===== src/rtl/alu_operand_stage_if.sv =====
// Operand-B bus between decode/regfile (master) and the operand stage (slave).
// Beats move on valid & ready; a producer holds its beat stable until it sees ready.
interface alu_operand_stage_if #(
    parameter int WIDTH = 32,
    parameter int NSRC  = 3
);
    localparam int SELW = (NSRC > 1) ? $clog2(NSRC) : 1;

    logic [NSRC*WIDTH-1:0] src_data;
    logic [SELW-1:0]       sel;
    logic                  in_valid;
    logic                  in_ready;
    logic [WIDTH-1:0]      alu_in2;
    logic                  out_valid;
    logic                  out_ready;
    logic                  sel_err;
    logic [7:0]            err_cnt;
    logic                  err_clr;

    modport master (
        output src_data, sel, in_valid, out_ready, err_clr,
        input  in_ready, alu_in2, out_valid, sel_err, err_cnt
    );

    modport slave (
        input  src_data, sel, in_valid, out_ready, err_clr,
        output in_ready, alu_in2, out_valid, sel_err, err_cnt
    );
endinterface


===== src/rtl/alu_operand_stage.sv =====
// ALU operand-B select with optional registered valid/ready stage and 2-entry skid buffer.
// Illegal selects deliver 0 with sel_err and bump a saturating error counter.
module alu_operand_stage #(
    parameter int WIDTH   = 32,
    parameter int NSRC    = 3,
    parameter int REG_OUT = 1
) (
    input  logic                clk,
    input  logic                rst_n,
    alu_operand_stage_if.slave  bus,
    output logic [1:0]          dbg_state_o
);
    localparam int SELW = (NSRC > 1) ? $clog2(NSRC) : 1;

    typedef enum logic [1:0] {
        ST_EMPTY = 2'd0,
        ST_ONE   = 2'd1,
        ST_FULL  = 2'd2
    } state_e;

    logic [SELW-1:0]  sel;
    logic [WIDTH-1:0] sel_data;
    logic             illegal;
    logic             accept;
    logic [7:0]       err_cnt_q, err_cnt_d;

    assign sel     = bus.sel;
    assign illegal = ({1'b0, sel} >= (SELW+1)'(NSRC));
    assign accept  = bus.in_valid & bus.in_ready;

    // Out-of-range selects match no source and fall through to zero.
    always_comb begin
        sel_data = '0;
        for (int i = 0; i < NSRC; i++) begin
            if ({1'b0, sel} == (SELW+1)'(i)) begin
                sel_data = bus.src_data[i*WIDTH +: WIDTH];
            end
        end
    end

    always_comb begin
        err_cnt_d = err_cnt_q;
        if (bus.err_clr) begin
            err_cnt_d = '0;
        end else if (accept && illegal && (err_cnt_q != 8'hFF)) begin
            err_cnt_d = err_cnt_q + 8'd1;
        end
    end

    always_ff @(posedge clk or negedge rst_n) begin
        if (!rst_n) begin
            err_cnt_q <= '0;
        end else begin
            err_cnt_q <= err_cnt_d;
        end
    end

    assign bus.err_cnt = err_cnt_q;

    generate
        if (REG_OUT != 0) begin : g_reg
            state_e           state_q, state_d;
            logic [WIDTH-1:0] main_data_q, main_data_d;
            logic [WIDTH-1:0] skid_data_q, skid_data_d;
            logic             main_err_q, main_err_d;
            logic             skid_err_q, skid_err_d;
            logic             deliver;

            assign deliver = bus.out_valid & bus.out_ready;

            always_ff @(posedge clk or negedge rst_n) begin
                if (!rst_n) begin
                    state_q     <= ST_EMPTY;
                    main_data_q <= '0;
                    main_err_q  <= 1'b0;
                    skid_data_q <= '0;
                    skid_err_q  <= 1'b0;
                end else begin
                    state_q     <= state_d;
                    main_data_q <= main_data_d;
                    main_err_q  <= main_err_d;
                    skid_data_q <= skid_data_d;
                    skid_err_q  <= skid_err_d;
                end
            end

            always_comb begin
                state_d     = state_q;
                main_data_d = main_data_q;
                main_err_d  = main_err_q;
                skid_data_d = skid_data_q;
                skid_err_d  = skid_err_q;
                case (state_q)
                    ST_EMPTY: begin
                        if (accept) begin
                            main_data_d = sel_data;
                            main_err_d  = illegal;
                            state_d     = ST_ONE;
                        end
                    end
                    ST_ONE: begin
                        if (accept && deliver) begin
                            main_data_d = sel_data;
                            main_err_d  = illegal;
                        end else if (accept) begin
                            skid_data_d = sel_data;
                            skid_err_d  = illegal;
                            state_d     = ST_FULL;
                        end else if (deliver) begin
                            state_d = ST_EMPTY;
                        end
                    end
                    ST_FULL: begin
                        if (deliver) begin
                            main_data_d = skid_data_q;
                            main_err_d  = skid_err_q;
                            state_d     = ST_ONE;
                        end
                    end
                    default: state_d = ST_EMPTY;
                endcase
            end

            // in_ready decodes the state register only, so out_ready never reaches it.
            always_comb begin
                bus.out_valid = (state_q != ST_EMPTY);
                bus.in_ready  = (state_q != ST_FULL);
                bus.alu_in2   = main_data_q;
                bus.sel_err   = main_err_q;
                dbg_state_o   = state_q;
            end
        end else begin : g_comb
            assign bus.alu_in2   = sel_data;
            assign bus.sel_err   = illegal;
            assign bus.out_valid = bus.in_valid;
            assign bus.in_ready  = bus.out_ready;
            assign dbg_state_o   = 2'b00;
        end
    endgenerate
endmodule


===== src/flat_wrapper.sv =====
// flat-port wrapper written by rule: the top's interface ports become plain ports
module alu_operand_stage_flat 
#(
    parameter int WIDTH   = 32,
    parameter int NSRC    = 3,
    parameter int REG_OUT = 1
)
  (clk, rst_n, dbg_state_o, bus_src_data, bus_sel, bus_in_valid, bus_out_ready, bus_err_clr, bus_in_ready, bus_alu_in2, bus_out_valid, bus_sel_err, bus_err_cnt);
  alu_operand_stage_if #(.WIDTH(WIDTH), .NSRC(NSRC)) bus_i ();
  input  logic clk;
  input  logic rst_n;
  output logic [1:0] dbg_state_o;
  input wire logic [$bits(bus_i.src_data)-1:0] bus_src_data;
  input wire logic [$bits(bus_i.sel)-1:0] bus_sel;
  input wire logic [$bits(bus_i.in_valid)-1:0] bus_in_valid;
  input wire logic [$bits(bus_i.out_ready)-1:0] bus_out_ready;
  input wire logic [$bits(bus_i.err_clr)-1:0] bus_err_clr;
  output wire logic [$bits(bus_i.in_ready)-1:0] bus_in_ready;
  output wire logic [$bits(bus_i.alu_in2)-1:0] bus_alu_in2;
  output wire logic [$bits(bus_i.out_valid)-1:0] bus_out_valid;
  output wire logic [$bits(bus_i.sel_err)-1:0] bus_sel_err;
  output wire logic [$bits(bus_i.err_cnt)-1:0] bus_err_cnt;
  assign bus_i.src_data = bus_src_data;
  assign bus_i.sel = bus_sel;
  assign bus_i.in_valid = bus_in_valid;
  assign bus_i.out_ready = bus_out_ready;
  assign bus_i.err_clr = bus_err_clr;
  assign bus_in_ready = bus_i.in_ready;
  assign bus_alu_in2 = bus_i.alu_in2;
  assign bus_out_valid = bus_i.out_valid;
  assign bus_sel_err = bus_i.sel_err;
  assign bus_err_cnt = bus_i.err_cnt;
  alu_operand_stage #(.WIDTH(WIDTH), .NSRC(NSRC), .REG_OUT(REG_OUT)) u_core (.clk(clk), .rst_n(rst_n), .bus(bus_i), .dbg_state_o(dbg_state_o));
endmodule

===== config.mk =====
export PLATFORM = sky130hd
export DESIGN_NAME = alu_operand_stage_flat
export DESIGN_NICKNAME = d
export VERILOG_FILES = /design/src/rtl/alu_operand_stage_if.sv /design/src/rtl/alu_operand_stage.sv /design/src/flat_wrapper.sv
export SDC_FILE = /design/constraint.sdc
export NUM_CORES = 1
export LEC_CHECK = 0
export BUFFER_PORTS_ARGS = -buffer_cell sky130_fd_sc_hd__buf_2
export CORE_MARGIN = 4
export CORE_UTILIZATION = 49
export CTS_CLUSTER_SIZE = 20
export DETAILED_ROUTE_END_ITERATION = 16
export PLACE_DENSITY = 0.79
export SLEW_MARGIN = 10
export SYNTH_ARGS = -nofsm -noshare
export SYNTH_HDL_FRONTEND = slang
export SYNTH_SLANG_ARGS = --single-unit

===== constraint.sdc =====
create_clock -name clk -period 2.2 [get_ports clk]
set_input_delay 0.22 -clock clk [delete_from_list [all_inputs] [get_ports clk]]
set_output_delay 0.22 -clock clk [all_outputs]
set_load 0.05 [all_outputs]

; Yosys cells after proc, flatten, opt, wreduce, memory -nomap -nowiden
; Index checks and enable logic that the tools add are counted.
[word_totals]
input_bits = 103
output_inout_bits = 45
rom_bits = 0
register_bits = 76
latchBits = 0
mem_bits_rw = 0
n_memories = 0
[op_classes]
n_shift = 0
n_eq_ne = 11
n_reduce_logical = 11
n_mul = 0
n_bitwise = 3
n_addsub = 1
magnitude_cmp = 1
n_div = 0
mux = 19
[op_table]
columns = operator, count
row1 = $mux 32, 6
row2 = $pmux 32 s3, 1
row3 = $mux 8, 2
row4 = $mux 2, 5
row5 = $add 8x1->8 const B, 1
row6 = $ne 8x8->1 const B, 1
row7 = $reduce_and 4->1, 2
row8 = $ne 2x1->1 const B, 3
row9 = $pmux 2 s3, 1
row10 = $eq 2x1->1 const B, 2
row11 = $eq 2x2->1 const B, 2
row12 = $logic_not 2->1, 2
row13 = $ne 2x2->1 const B, 2
row14 = $reduce_bool 2->1, 2
row15 = $logic_and 1x1->1, 3
row16 = $mux 1, 3
row17 = $ne 3x1->1 const B, 1
row18 = $pmux 1 s3, 1
row19 = $reduce_and 3->1, 1
row20 = $reduce_bool 3->1, 1
row21 = $and 1x1->1, 2
row22 = $ge 2x2->1 const B, 1
row23 = $not 1->1, 1

; Depth between registers and ports, before layout
; Gate-level depths: netlist of the first run.
[depth]
ltp_word = 6
mapped_depth = 7
ltp_nobuf = 5

; Least setup slack after synthesis of the first run
; OpenSTA, ideal clock, no wires.
[synth_timing]
path_kind = reg2reg
start = reg u_core.g_reg.state_q[0] (netlist: u_core.dbg_state_o[0])
end = reg u_core.g_reg.main_data_q[24] (netlist: u_core.bus.alu_in2[24])
arrival_time_ps = 1968
n_path_buf = 2
setup_time_ps = 118
path_stages_with_launch = 6
setup_slack_ps = 114
cell_sequence = dfrtp_1 -> nand2b_1 -> buf_2 -> clkbuf_1 -> a211oi_1 -> a21o_1
[synth_between]
elab_chain_cells = 5
[synth_rtl]
columns = item, line
row1 = from (decl), alu_operand_stage.sv:62  ; state_e state_q, state_d;
row2 = from (signal assigned), alu_operand_stage.sv:79  ; state_q <= state_d;
row3 = $ne 2x2->1 (*), alu_operand_stage.sv:127  ; bus.in_ready = (state_q != ST_FULL);
row4 = via bus_in_ready, flat_wrapper.sv:18  ; output wire logic [$bits(bus_i.in_ready)-1:0] bus_in_ready;
row5 = $and 1x1->1 (*), alu_operand_stage.sv:29  ; assign accept = bus.in_valid & bus.in_ready;
row6 = $logic_and 1x1->1, alu_operand_stage.sv:102  ; if (accept && deliver) begin
row7 = $ne 2x1->1 (no line), n/a
row8 = $reduce_and 4->1 (no line) (*), n/a
row9 = to (signal assigned), alu_operand_stage.sv:80  ; main_data_q <= main_data_d;
row10 = to (decl), alu_operand_stage.sv:63  ; logic [WIDTH-1:0] main_data_q, main_data_d;
; Mark *: on every way through the listed nets, which the timed path passes. The rest lies on a longest branch.
; A chain may end at the register's enable or synchronous reset.

; Worst setup path after layout of the first run
[layout_timing]
start = reg u_core.g_reg.state_q[0] (netlist: u_core.dbg_state_o[0])
end = out bus_in_ready
[layout_between]
elab_chain_cells = 1
[layout_rtl]
columns = item, line
row1 = $ne 2x2->1, alu_operand_stage.sv:127
row2 = to (decl), flat_wrapper.sv:18
; No other way between the ends.

==> results.toml, run 1 <==
[run_status]
status = "finished, final reports clean"

[critical_path]
crit_fanout = 40
cpLargestDelayFamily = "buffers and inverters"
worstPathArrival_ns = 1.74
ff2ff_path_depth = 5
timing.rr.start = "u_core.bus.err_cnt[0]"
worstSetupPathType = "reg2out"
cpPeakStageDelay_ns = 0.43
crit_slowest_cell = "dfrtp_1"
cp-start-kind = "flop"
path_buf_inv = 2
worstPathRequired_ns = 1.98
rrSetupSlack_ns = 0.49
critPathCaptureType = "primary output"
crit_chain = "nand2b_2 > buf_4 > buf_2"
r2r_end = "u_core.bus.err_cnt[5]"

[drt]
drc = 0
avgViaCountPerCell = 5.45
vias = 3434
drtAntennaViolNets = 0
drt_iter0_markers = 163
wl_um = 9410
first_pass_iters = 4
wl_per_cell_um = 14.9

[pwr]
leakage_nw = 2.62
peakVddDrop_mv = 0.691
power_density_nw_per_um2 = 1030
p_seq_share_pct = 40.5
p_int_mw = 3.09
p_sw_mw = 1.96
swShare_pct = 38.8
combPwrFrac_pct = 35.9
clockPowerShare_pct = 23.6

[cts]
post-cts-setup-buffers = 0
cts.clk_slew.worst_paths_ns = 0.08
clock_path_buffers = 2
holdBufCountCts = 0
cts_resized = 0
cts_buffers = 9
cts.htree.levels = 3
clkLatencyLatePin_ns = 0.35
cts_tree = "built"
cts-root-buf = "clkbuf_8"
cts_sinks = 76

[synthesis]
synthArstFlopShare_pct = 100
synth.most_common_cell = "dfrtp_1"
yosysTopAreaCell = "dfrtp_1"
synth_top_area_share_pct = 48.9
netlist_top_cells_area = "dfrtp_1 49%, mux2i_1 8.5%, a2bb2oi_1 7.2%"
yosysSeqAreaShare_pct = 48.9
yosys_warnings = 0
synthesis.area_um2 = 3890
synthFlopType = "dfrtp_1"
synth_nets = 494
synth-seq-cells = 76
synth_common_cells = "76 x dfrtp_1, 68 x nor2_1, 42 x a21oi_1"
synth-edff-count = 0
avgSynthCellArea_um2 = 9.98
synth_cell_types = 31
synth_cells = 390

[sta]
period_share_pct = 89.0
fin_hold_ws_ns = 0.0116
period_minus_slack_ns = 1.96
worst_pin_slew_ns = 0.942
grt_setup_unrepaired = "no"
skew_ns = 0.00484
slew_violations = 0
fin_tns_setup_ns = 0
setup_viol = 0
hold_violations = 0
max_freq_mhz = 510
setup_ws_ns = 0.241
max-slew-margin-rel_pct = 37.2

[global_route]
grt_max_degree = 77
grtUsageTotal_pct = 20.4
overflow = 0
grt_first_pass_wirelength_um = 16000
antenna_found_initial = 0
grt_pass1_vias = 3484

[place]
portBuffers = 147
place_ws_ns = 0.514
gp_congestion = 0.811
placed_area_um2 = 4700
place_hpwl_um = 6660

[layout]
num-nets-final = 628
drive_above_1_share_pct = 34.3
fillers = 654
syn2layout_area_growth_pct = 26.6
post-route-cell-area_um2 = 4930
diodes = 0

[floorplan]
die_area_um2 = 9430
start_util_pct = 50.4
core-area_um2 = 7730
die_h_um = 97.1
die_w_um = 97.1
rows = 32
ioPinCount = 148

[flow_run]
drv_cap = 0

[min_path]
hp-class = "in2async"
==> flip-flops by register name, summed over array words and instances (netlist names) <==
name / flops
u_core.bus.alu_in2: 32
u_core.g_reg.skid_err_q: 1
u_core.g_reg.skid_data_q: 32
u_core.bus.err_cnt: 8
u_core.dbg_state_o: 2
u_core.bus.sel_err: 1
==> metal layers <==
layer  track usage (%)  part of all wire, %  vias up
met4              4.64                 0.72        0
met3              7.32                  5.9        6
met5                 0                    0        -
met2              35.1                   51       91
li1                  -                    -     1694
met1              24.5                   42     1643
==> final cells by class <==
cell class,count,area [um^2],area share (%)
flip-flops and latches,76,1900,38.6
multi-input cells,276,1820,37.0
repair buffers,159,841,17.1
clock buffers,11,151,3.07
well taps,102,128,2.59
clock inverters,4,72.6,1.47
inverters,2,7.51,0.152
==> worst max-delay path by stage <==
| stage | slack (ns) | endpoint | from | depth (start not counted) |
|---|---|---|---|---|
| after global routing | 0.14 | bus_in_ready | u_core.dbg_state_o[0] | 3 |
| after detailed placement | 0.51 | u_core.bus.err_cnt[5] | u_core.bus.err_cnt[0] | 5 |
| after floorplan | 0.11 | u_core.bus.alu_in2[24] | u_core.dbg_state_o[0] | 5 |
| after global placement | 0.57 | u_core.bus.err_cnt[7] | u_core.bus.err_cnt[0] | 5 |
| after CTS | 0.24 | bus_in_ready | u_core.dbg_state_o[0] | 3 |
| final | 0.24 | bus_in_ready | u_core.dbg_state_o[0] | 3 |
==> metrics by stage <==
step	total power [mW]	util, %	instances
finish	5.05	63.7	630
global route	5.34	63.7	630
CTS	5.11	63.7	630
detailed placement	3.90	60.8	615
global placement	3.84	60.8	615
floorplan	3.40	-	390
==> cell families (layout without fill, tap and decap cells) <==
family          count (synthesis)  in the layout  share of synthesized area [%]
simple gates                   92             92                           10.2
mux                            33             33                           8.49
fa+ha+maj                       1              1                          0.321
compound gates                149            149                           27.0
xor+xnor                        1              1                          0.225
flops                          76             76                           48.9
buf+inv                        38            176                           4.89
==> cell usage in the layout, fill, tap and decap left out, drive strengths merged, types with 2 or more instances in the layout <==
cell and count:
or4 3, nor2b 3, o31ai 3, dfrtp 76, a2bb2oi 32, nand2 4
mux2i 33, nand2b 2, a21o 32, o21ai 5, clkbuf 11, a211oi 32
nand3 5, inv 2, a21oi 42, nor2 68, bufinv 2, buf 159
or3 3
==> worst reg2reg max path, cell delays in order (launching register included) <==
cell and delay, ns:
dfrtp_1 0.42, ha_1 0.26, nand3_1 0.14, o211ai_4 0.16, or4_1 0.50, a21oi_1 0.16
==> power groups by stage <==
stage / registers, mW / clock network, mW / logic [mW]
6_report: 2.05 / 1.19 / 1.81
4_1_cts: 2.05 / 1.22 / 1.83
5_1_grt: 2.10 / 1.28 / 1.96
3_3_place_gp: 2.05 / 0 / 1.79
2_1_floorplan: 2.71 / 0 / 0.696
3_5_place_dp: 2.07 / 0 / 1.83
Power figures use the tool's default switching activity.
==> run 2, diff against run 1 <==
--- a/config.mk
+++ b/config.mk
@@ -10,7 +10,8 @@
 export CORE_UTILIZATION = 49
 export CTS_CLUSTER_SIZE = 20
 export DETAILED_ROUTE_END_ITERATION = 16
-export PLACE_DENSITY = 0.79
+export PLACE_DENSITY = 0.8
+export RECOVER_POWER = 100
 export SLEW_MARGIN = 10
 export SYNTH_ARGS = -nofsm -noshare
 export SYNTH_HDL_FRONTEND = slang
==> run 2 against run 1 <==
The run now ends with max-capacitance violations, max-slew violations left. Routed wire length grew 1.6%. Critical path depth grew 2. Via count grew 1.3%. Sequential share of layout area grew 0.27 points. Sequential cell count is the same. Setup slack lost 0.038 ns. Combinational power shrank 3%. Final cell count shrank 0.16%. Utilization shrank 0.44 points. Critical path type is now reg2reg. Count of clock-buffer cells in the layout shrank 1. Sequential power is essentially flat. Maximum frequency shrank 1.9%.
==> results.toml, run 2 (same netlist as run 1, synthesis figures left out) <==
[sta]
setup_ws_ns = 0.203
setup_viol = 0
skew_ns = 0.00930
fin_tns_setup_ns = 0
slew_violations = 77
hold_violations = 0
max_freq_mhz = 501
worst_pin_slew_ns = 1.82
period_minus_slack_ns = 2.00
max-slew-margin-rel_pct = -21.0
period_share_pct = 90.8
grt_setup_unrepaired = "no"

[global_route]
grt_first_pass_wirelength_um = 16400
grt_pass1_vias = 3542
grt_max_degree = 77
overflow = 0
antenna_found_initial = 0
grtUsageTotal_pct = 20.9

[critical_path]
timing.rr.start = "u_core.dbg_state_o[1]"
startpoint = "u_core.dbg_state_o[1]"
cpPeakStageDelay_ns = 0.65
worstPathArrival_ns = 2.23
path_buf_inv = 1
crit_slowest_cell = "a21oi_4"
worstPathRequired_ns = 2.43
critPathCaptureType = "flop"
crit_fanout = 35
cp-start-kind = "flop"
worstSetupPathType = "reg2reg"
cpLargestDelayFamily = "compound AO/OA/AOI/OAI gates"
crit_chain = "and3b_1 > a21oi_4 > buf_12 > a211oi_1 > a21o_1"

[place]
placed_area_um2 = 4710
dp.cells = 613
place_hpwl_um = 6940
portBuffers = 147
place_ws_ns = 0.200
gp_congestion = 0.783

[cts]
post-cts-setup-buffers = 0
cts_tree = "built"
clkLatencyLatePin_ns = 0.34
cts-root-buf = "clkbuf_8"
cts_sinks = 76
holdBufCountCts = 0
cts.htree.levels = 3
cts.clk_slew.worst_paths_ns = 0.08
cts_buffers = 9
cts_resized = 0
clock_path_buffers = 2

[layout]
syn2layout_area_growth_pct = 25.7
mostFrequentLayoutCell = "buf_2"
diodes = 0
num-nets-final = 626
post-route-cell-area_um2 = 4890
fin_cells = 629
layout_common_cells = "103 x buf_2, 76 x dfrtp_1, 68 x nor2_1"
fillers = 676
seq_area_um2 = 1900
multi_input_area_um2 = 1800
drive_above_1_share_pct = 25.2

[pwr]
leakage_nw = 2.44
power_density_nw_per_um2 = 1060
peakVddDrop_mv = 0.689

[floorplan]
ioPinCount = 148
die_w_um = 97.1
die_h_um = 97.1
start_util_pct = 50.4
rows = 32
core-area_um2 = 7730
die_area_um2 = 9430

[drt]
drtAntennaViolNets = 0
drt_iter0_markers = 178
drc = 0
first_pass_iters = 4
wl_um = 9560
avgViaCountPerCell = 5.53
vias = 3477
wl_per_cell_um = 15.2

[min_path]
hp-class = "in2reg"
hold_start = "bus_out_ready"

[flow_run]
drv_cap = 1

[run_status]
status = "finished, violations left"
failed_checks = "max-capacitance violations, max-slew violations"
-- run 2: worst paths after layout --
path                                                 to  slack [ns]  depth (start not counted)
setup / recovery                 u_core.bus.alu_in2[20]        0.20                          5
hold / removal                    u_core.dbg_state_o[1]        0.08                          2
setup reg to reg                 u_core.bus.alu_in2[20]        0.20                          5
hold reg to reg                   u_core.bus.alu_in2[6]        0.48                          1
max in group asynchronous         u_core.bus.alu_in2[1]        0.75                          1
min in group asynchronous  u_core.g_reg.skid_data_q[12]        0.36                          1
-- run 2: where the power goes --
part	total [mW]	switching [mW]	internal (mW)
combinational	1.76	1.24	0.517
sequential	2.06	0.237	1.82
clock	1.38	0.511	0.871
total	5.20	1.99	3.21
-- run 2: final cells by class --
cell class                 count  share of cell area (%)
multi-input combinational    276                    36.9
tap                          102                    2.61
clock inverter                 6                    2.79
sequential                    76                    38.9
clock buffer                  10                    2.61
timing repair buffer         157                    16.1
inverter                       2                   0.153
-- run 2: metrics by stage --
step | hold WS, ns | power [mW] | utilization (%)
4_1_cts | 0.0434 | 5.30 | 64.4
5_1_grt | 0.0679 | 5.50 | 63.3
6_report | 0.0835 | 5.20 | 63.3
3_3_place_gp | 0.416 | 3.85 | 61.0
2_1_floorplan | -0.0756 | 3.40 | -
3_5_place_dp | 0.429 | 3.92 | 61.0
-- run 2: per-layer routing --
metal / vias up / routed length [um] / track usage [%]
met4: 0 / 222 / 8.64
met5: - / 0 / 0
met2: 103 / 4770 / 36.0
met3: 22 / 513 / 4.88
met1: 1659 / 4050 / 25.2
li1: 1693 / - / -
==> run 3, diff against run 2 <==
--- a/config.mk
+++ b/config.mk
@@ -6,7 +6,7 @@
 export NUM_CORES = 1
 export LEC_CHECK = 0
 export BUFFER_PORTS_ARGS = -buffer_cell sky130_fd_sc_hd__buf_2
-export CORE_MARGIN = 4
+export CORE_MARGIN = 2
 export CORE_UTILIZATION = 49
 export CTS_CLUSTER_SIZE = 20
 export DETAILED_ROUTE_END_ITERATION = 16
==> run 3 against run 2 <==
The run now ends clean. Combinational power about the same. Critical path depth fell by 2. First-iteration DRC count is 11% lower. Die area down 8.1%. Maximum frequency increased by 2.5%. Utilization shrank 1.0 points. Register-to-register slack improved by 0.19 ns. Sequential share of layout area rose by 0.65 points.
==> results.toml, run 3 (same netlist as run 1, synthesis figures left out) <==
[run_status]
status = "finished, final reports clean"

[global_route]
grt_first_pass_wirelength_um = 15300
overflow = 0
grtUsageTotal_pct = 22.1
grt_pass1_vias = 3361
grt_max_degree = 47
antenna_found_initial = 0

[pwr]
peakVddDrop_mv = 0.554
power_density_nw_per_um2 = 1010
p_total_mw = 4.88
leakage_nw = 2.42

[sta]
fin_tns_setup_ns = 0
slew_violations = 0
worst_pin_slew_ns = 0.824
grt_setup_unrepaired = "no"
skew_ns = 0.00532
max-slew-margin-rel_pct = 44.8
hold_violations = 0
max_freq_mhz = 513
period_share_pct = 88.6
period_minus_slack_ns = 1.95
setup_viol = 0

[layout]
diodes = 0
syn2layout_area_growth_pct = 23.6
fin_cells = 631
post-route-cell-area_um2 = 4810
num-nets-final = 628
layout_common_cells = "101 x buf_2, 76 x dfrtp_1, 68 x nor2_1"
mostFrequentLayoutCell = "buf_2"
drive_above_1_share_pct = 25.5
fin_util_pct = 62.3

[cts]
cts.htree.levels = 3
cts_sinks = 76
post-cts-setup-buffers = 0
clock_path_buffers = 2
cts.clk_slew.worst_paths_ns = 0.07
holdBufCountCts = 1
cts_buffers = 9
cts_resized = 0
cts_tree = "built"
clkLatencyLatePin_ns = 0.34
cts-root-buf = "clkbuf_8"

[drt]
drt_iter0_markers = 158
wl_met3_um = 564
drc = 0
avgViaCountPerCell = 5.55
first_pass_iters = 4
wl_per_cell_um = 14.9
wl_met1_um = 3980
drtAntennaViolNets = 0
wl_um = 9390
vias = 3499
wl_met2_um = 4730
highest_layer = "met4"

[floorplan]
rows = 32
die_h_um = 93.1
die_w_um = 93.1
ioPinCount = 148
die_area_um2 = 8670
start_util_pct = 50.4
core-area_um2 = 7730

[critical_path]
worstPathRequired_ns = 1.98
cp-start-kind = "flop"
rrSetupSlack_ns = 0.39
critPathCaptureType = "primary output"
crit_fanout = 42
worstPathArrival_ns = 1.73
worstSetupPathType = "reg2out"

[place]
portBuffers = 147
gp_congestion = 0.754
place_hpwl_um = 6740
dp.cells = 614
placed_area_um2 = 4710

[flow_run]
drv_cap = 0

[min_path]
hp-class = "in2reg"
## run 3: cell count changes in the layout (fill, tap and decap cells not counted), sizes merged
cell         change
clkinvlp         -1
bufinv           -3
dlygate4sd3      +1
clkinv           +3
buf              -3
clkbuf           +5
## run 3: routing by layer
| layer | track usage, % | vias to the layer above |
|---|---|---|
| met4 | 8.21 | 0 |
| met5 | 0 | - |
| met1 | 28.3 | 1682 |
| met3 | 3.95 | 10 |
| met2 | 37.7 | 114 |
| li1 | - | 1693 |
## run 3: worst max-delay path: stages, from the launching register on
cell,delay [ns]
dfrtp_1,0.43
nand2b_1,0.20
buf_4,0.40
clkbuf_2,0.36
## run 3: power breakdown
| part | switching, mW | internal, mW |
|---|---|---|
| clock network | 0.492 | 0.579 |
| registers | 0.237 | 1.82 |
| logic | 1.24 | 0.507 |
## run 3: worst paths after layout
path	cells after the start	start	endpoint
worst max register to register	5	u_core.bus.err_cnt[0]	u_core.bus.err_cnt[5]
min in group asynchronous	2	rst_n	u_core.bus.alu_in2[4]
worst max-delay path	3	u_core.dbg_state_o[0]	bus_in_ready
worst min register to register	1	u_core.bus.alu_in2[10]	u_core.bus.alu_in2[10]
max in group asynchronous	3	rst_n	u_core.bus.sel_err
worst min-delay path	2	bus_out_ready	u_core.dbg_state_o[1]
## run 3: metrics by stage
step	setup slack (ns)	hold slack [ns]
after floorplan	0.114	-0.0756
after global placement	0.391	0.187
after detailed placement	0.305	0.189
after CTS	0.256	0.0624
after global routing	0.0906	0.0772
final	0.250	0.0835
## run 3: final cells by class
cell class              instances  area, um^2
flip-flops and latches         76        1900
inverters                       2        7.51
clock inverters                 5        50.0
repair buffers                159         768
well taps                     102         128
clock buffers                  11         151
multi-input cells             276        1810
fillers                       705        2920
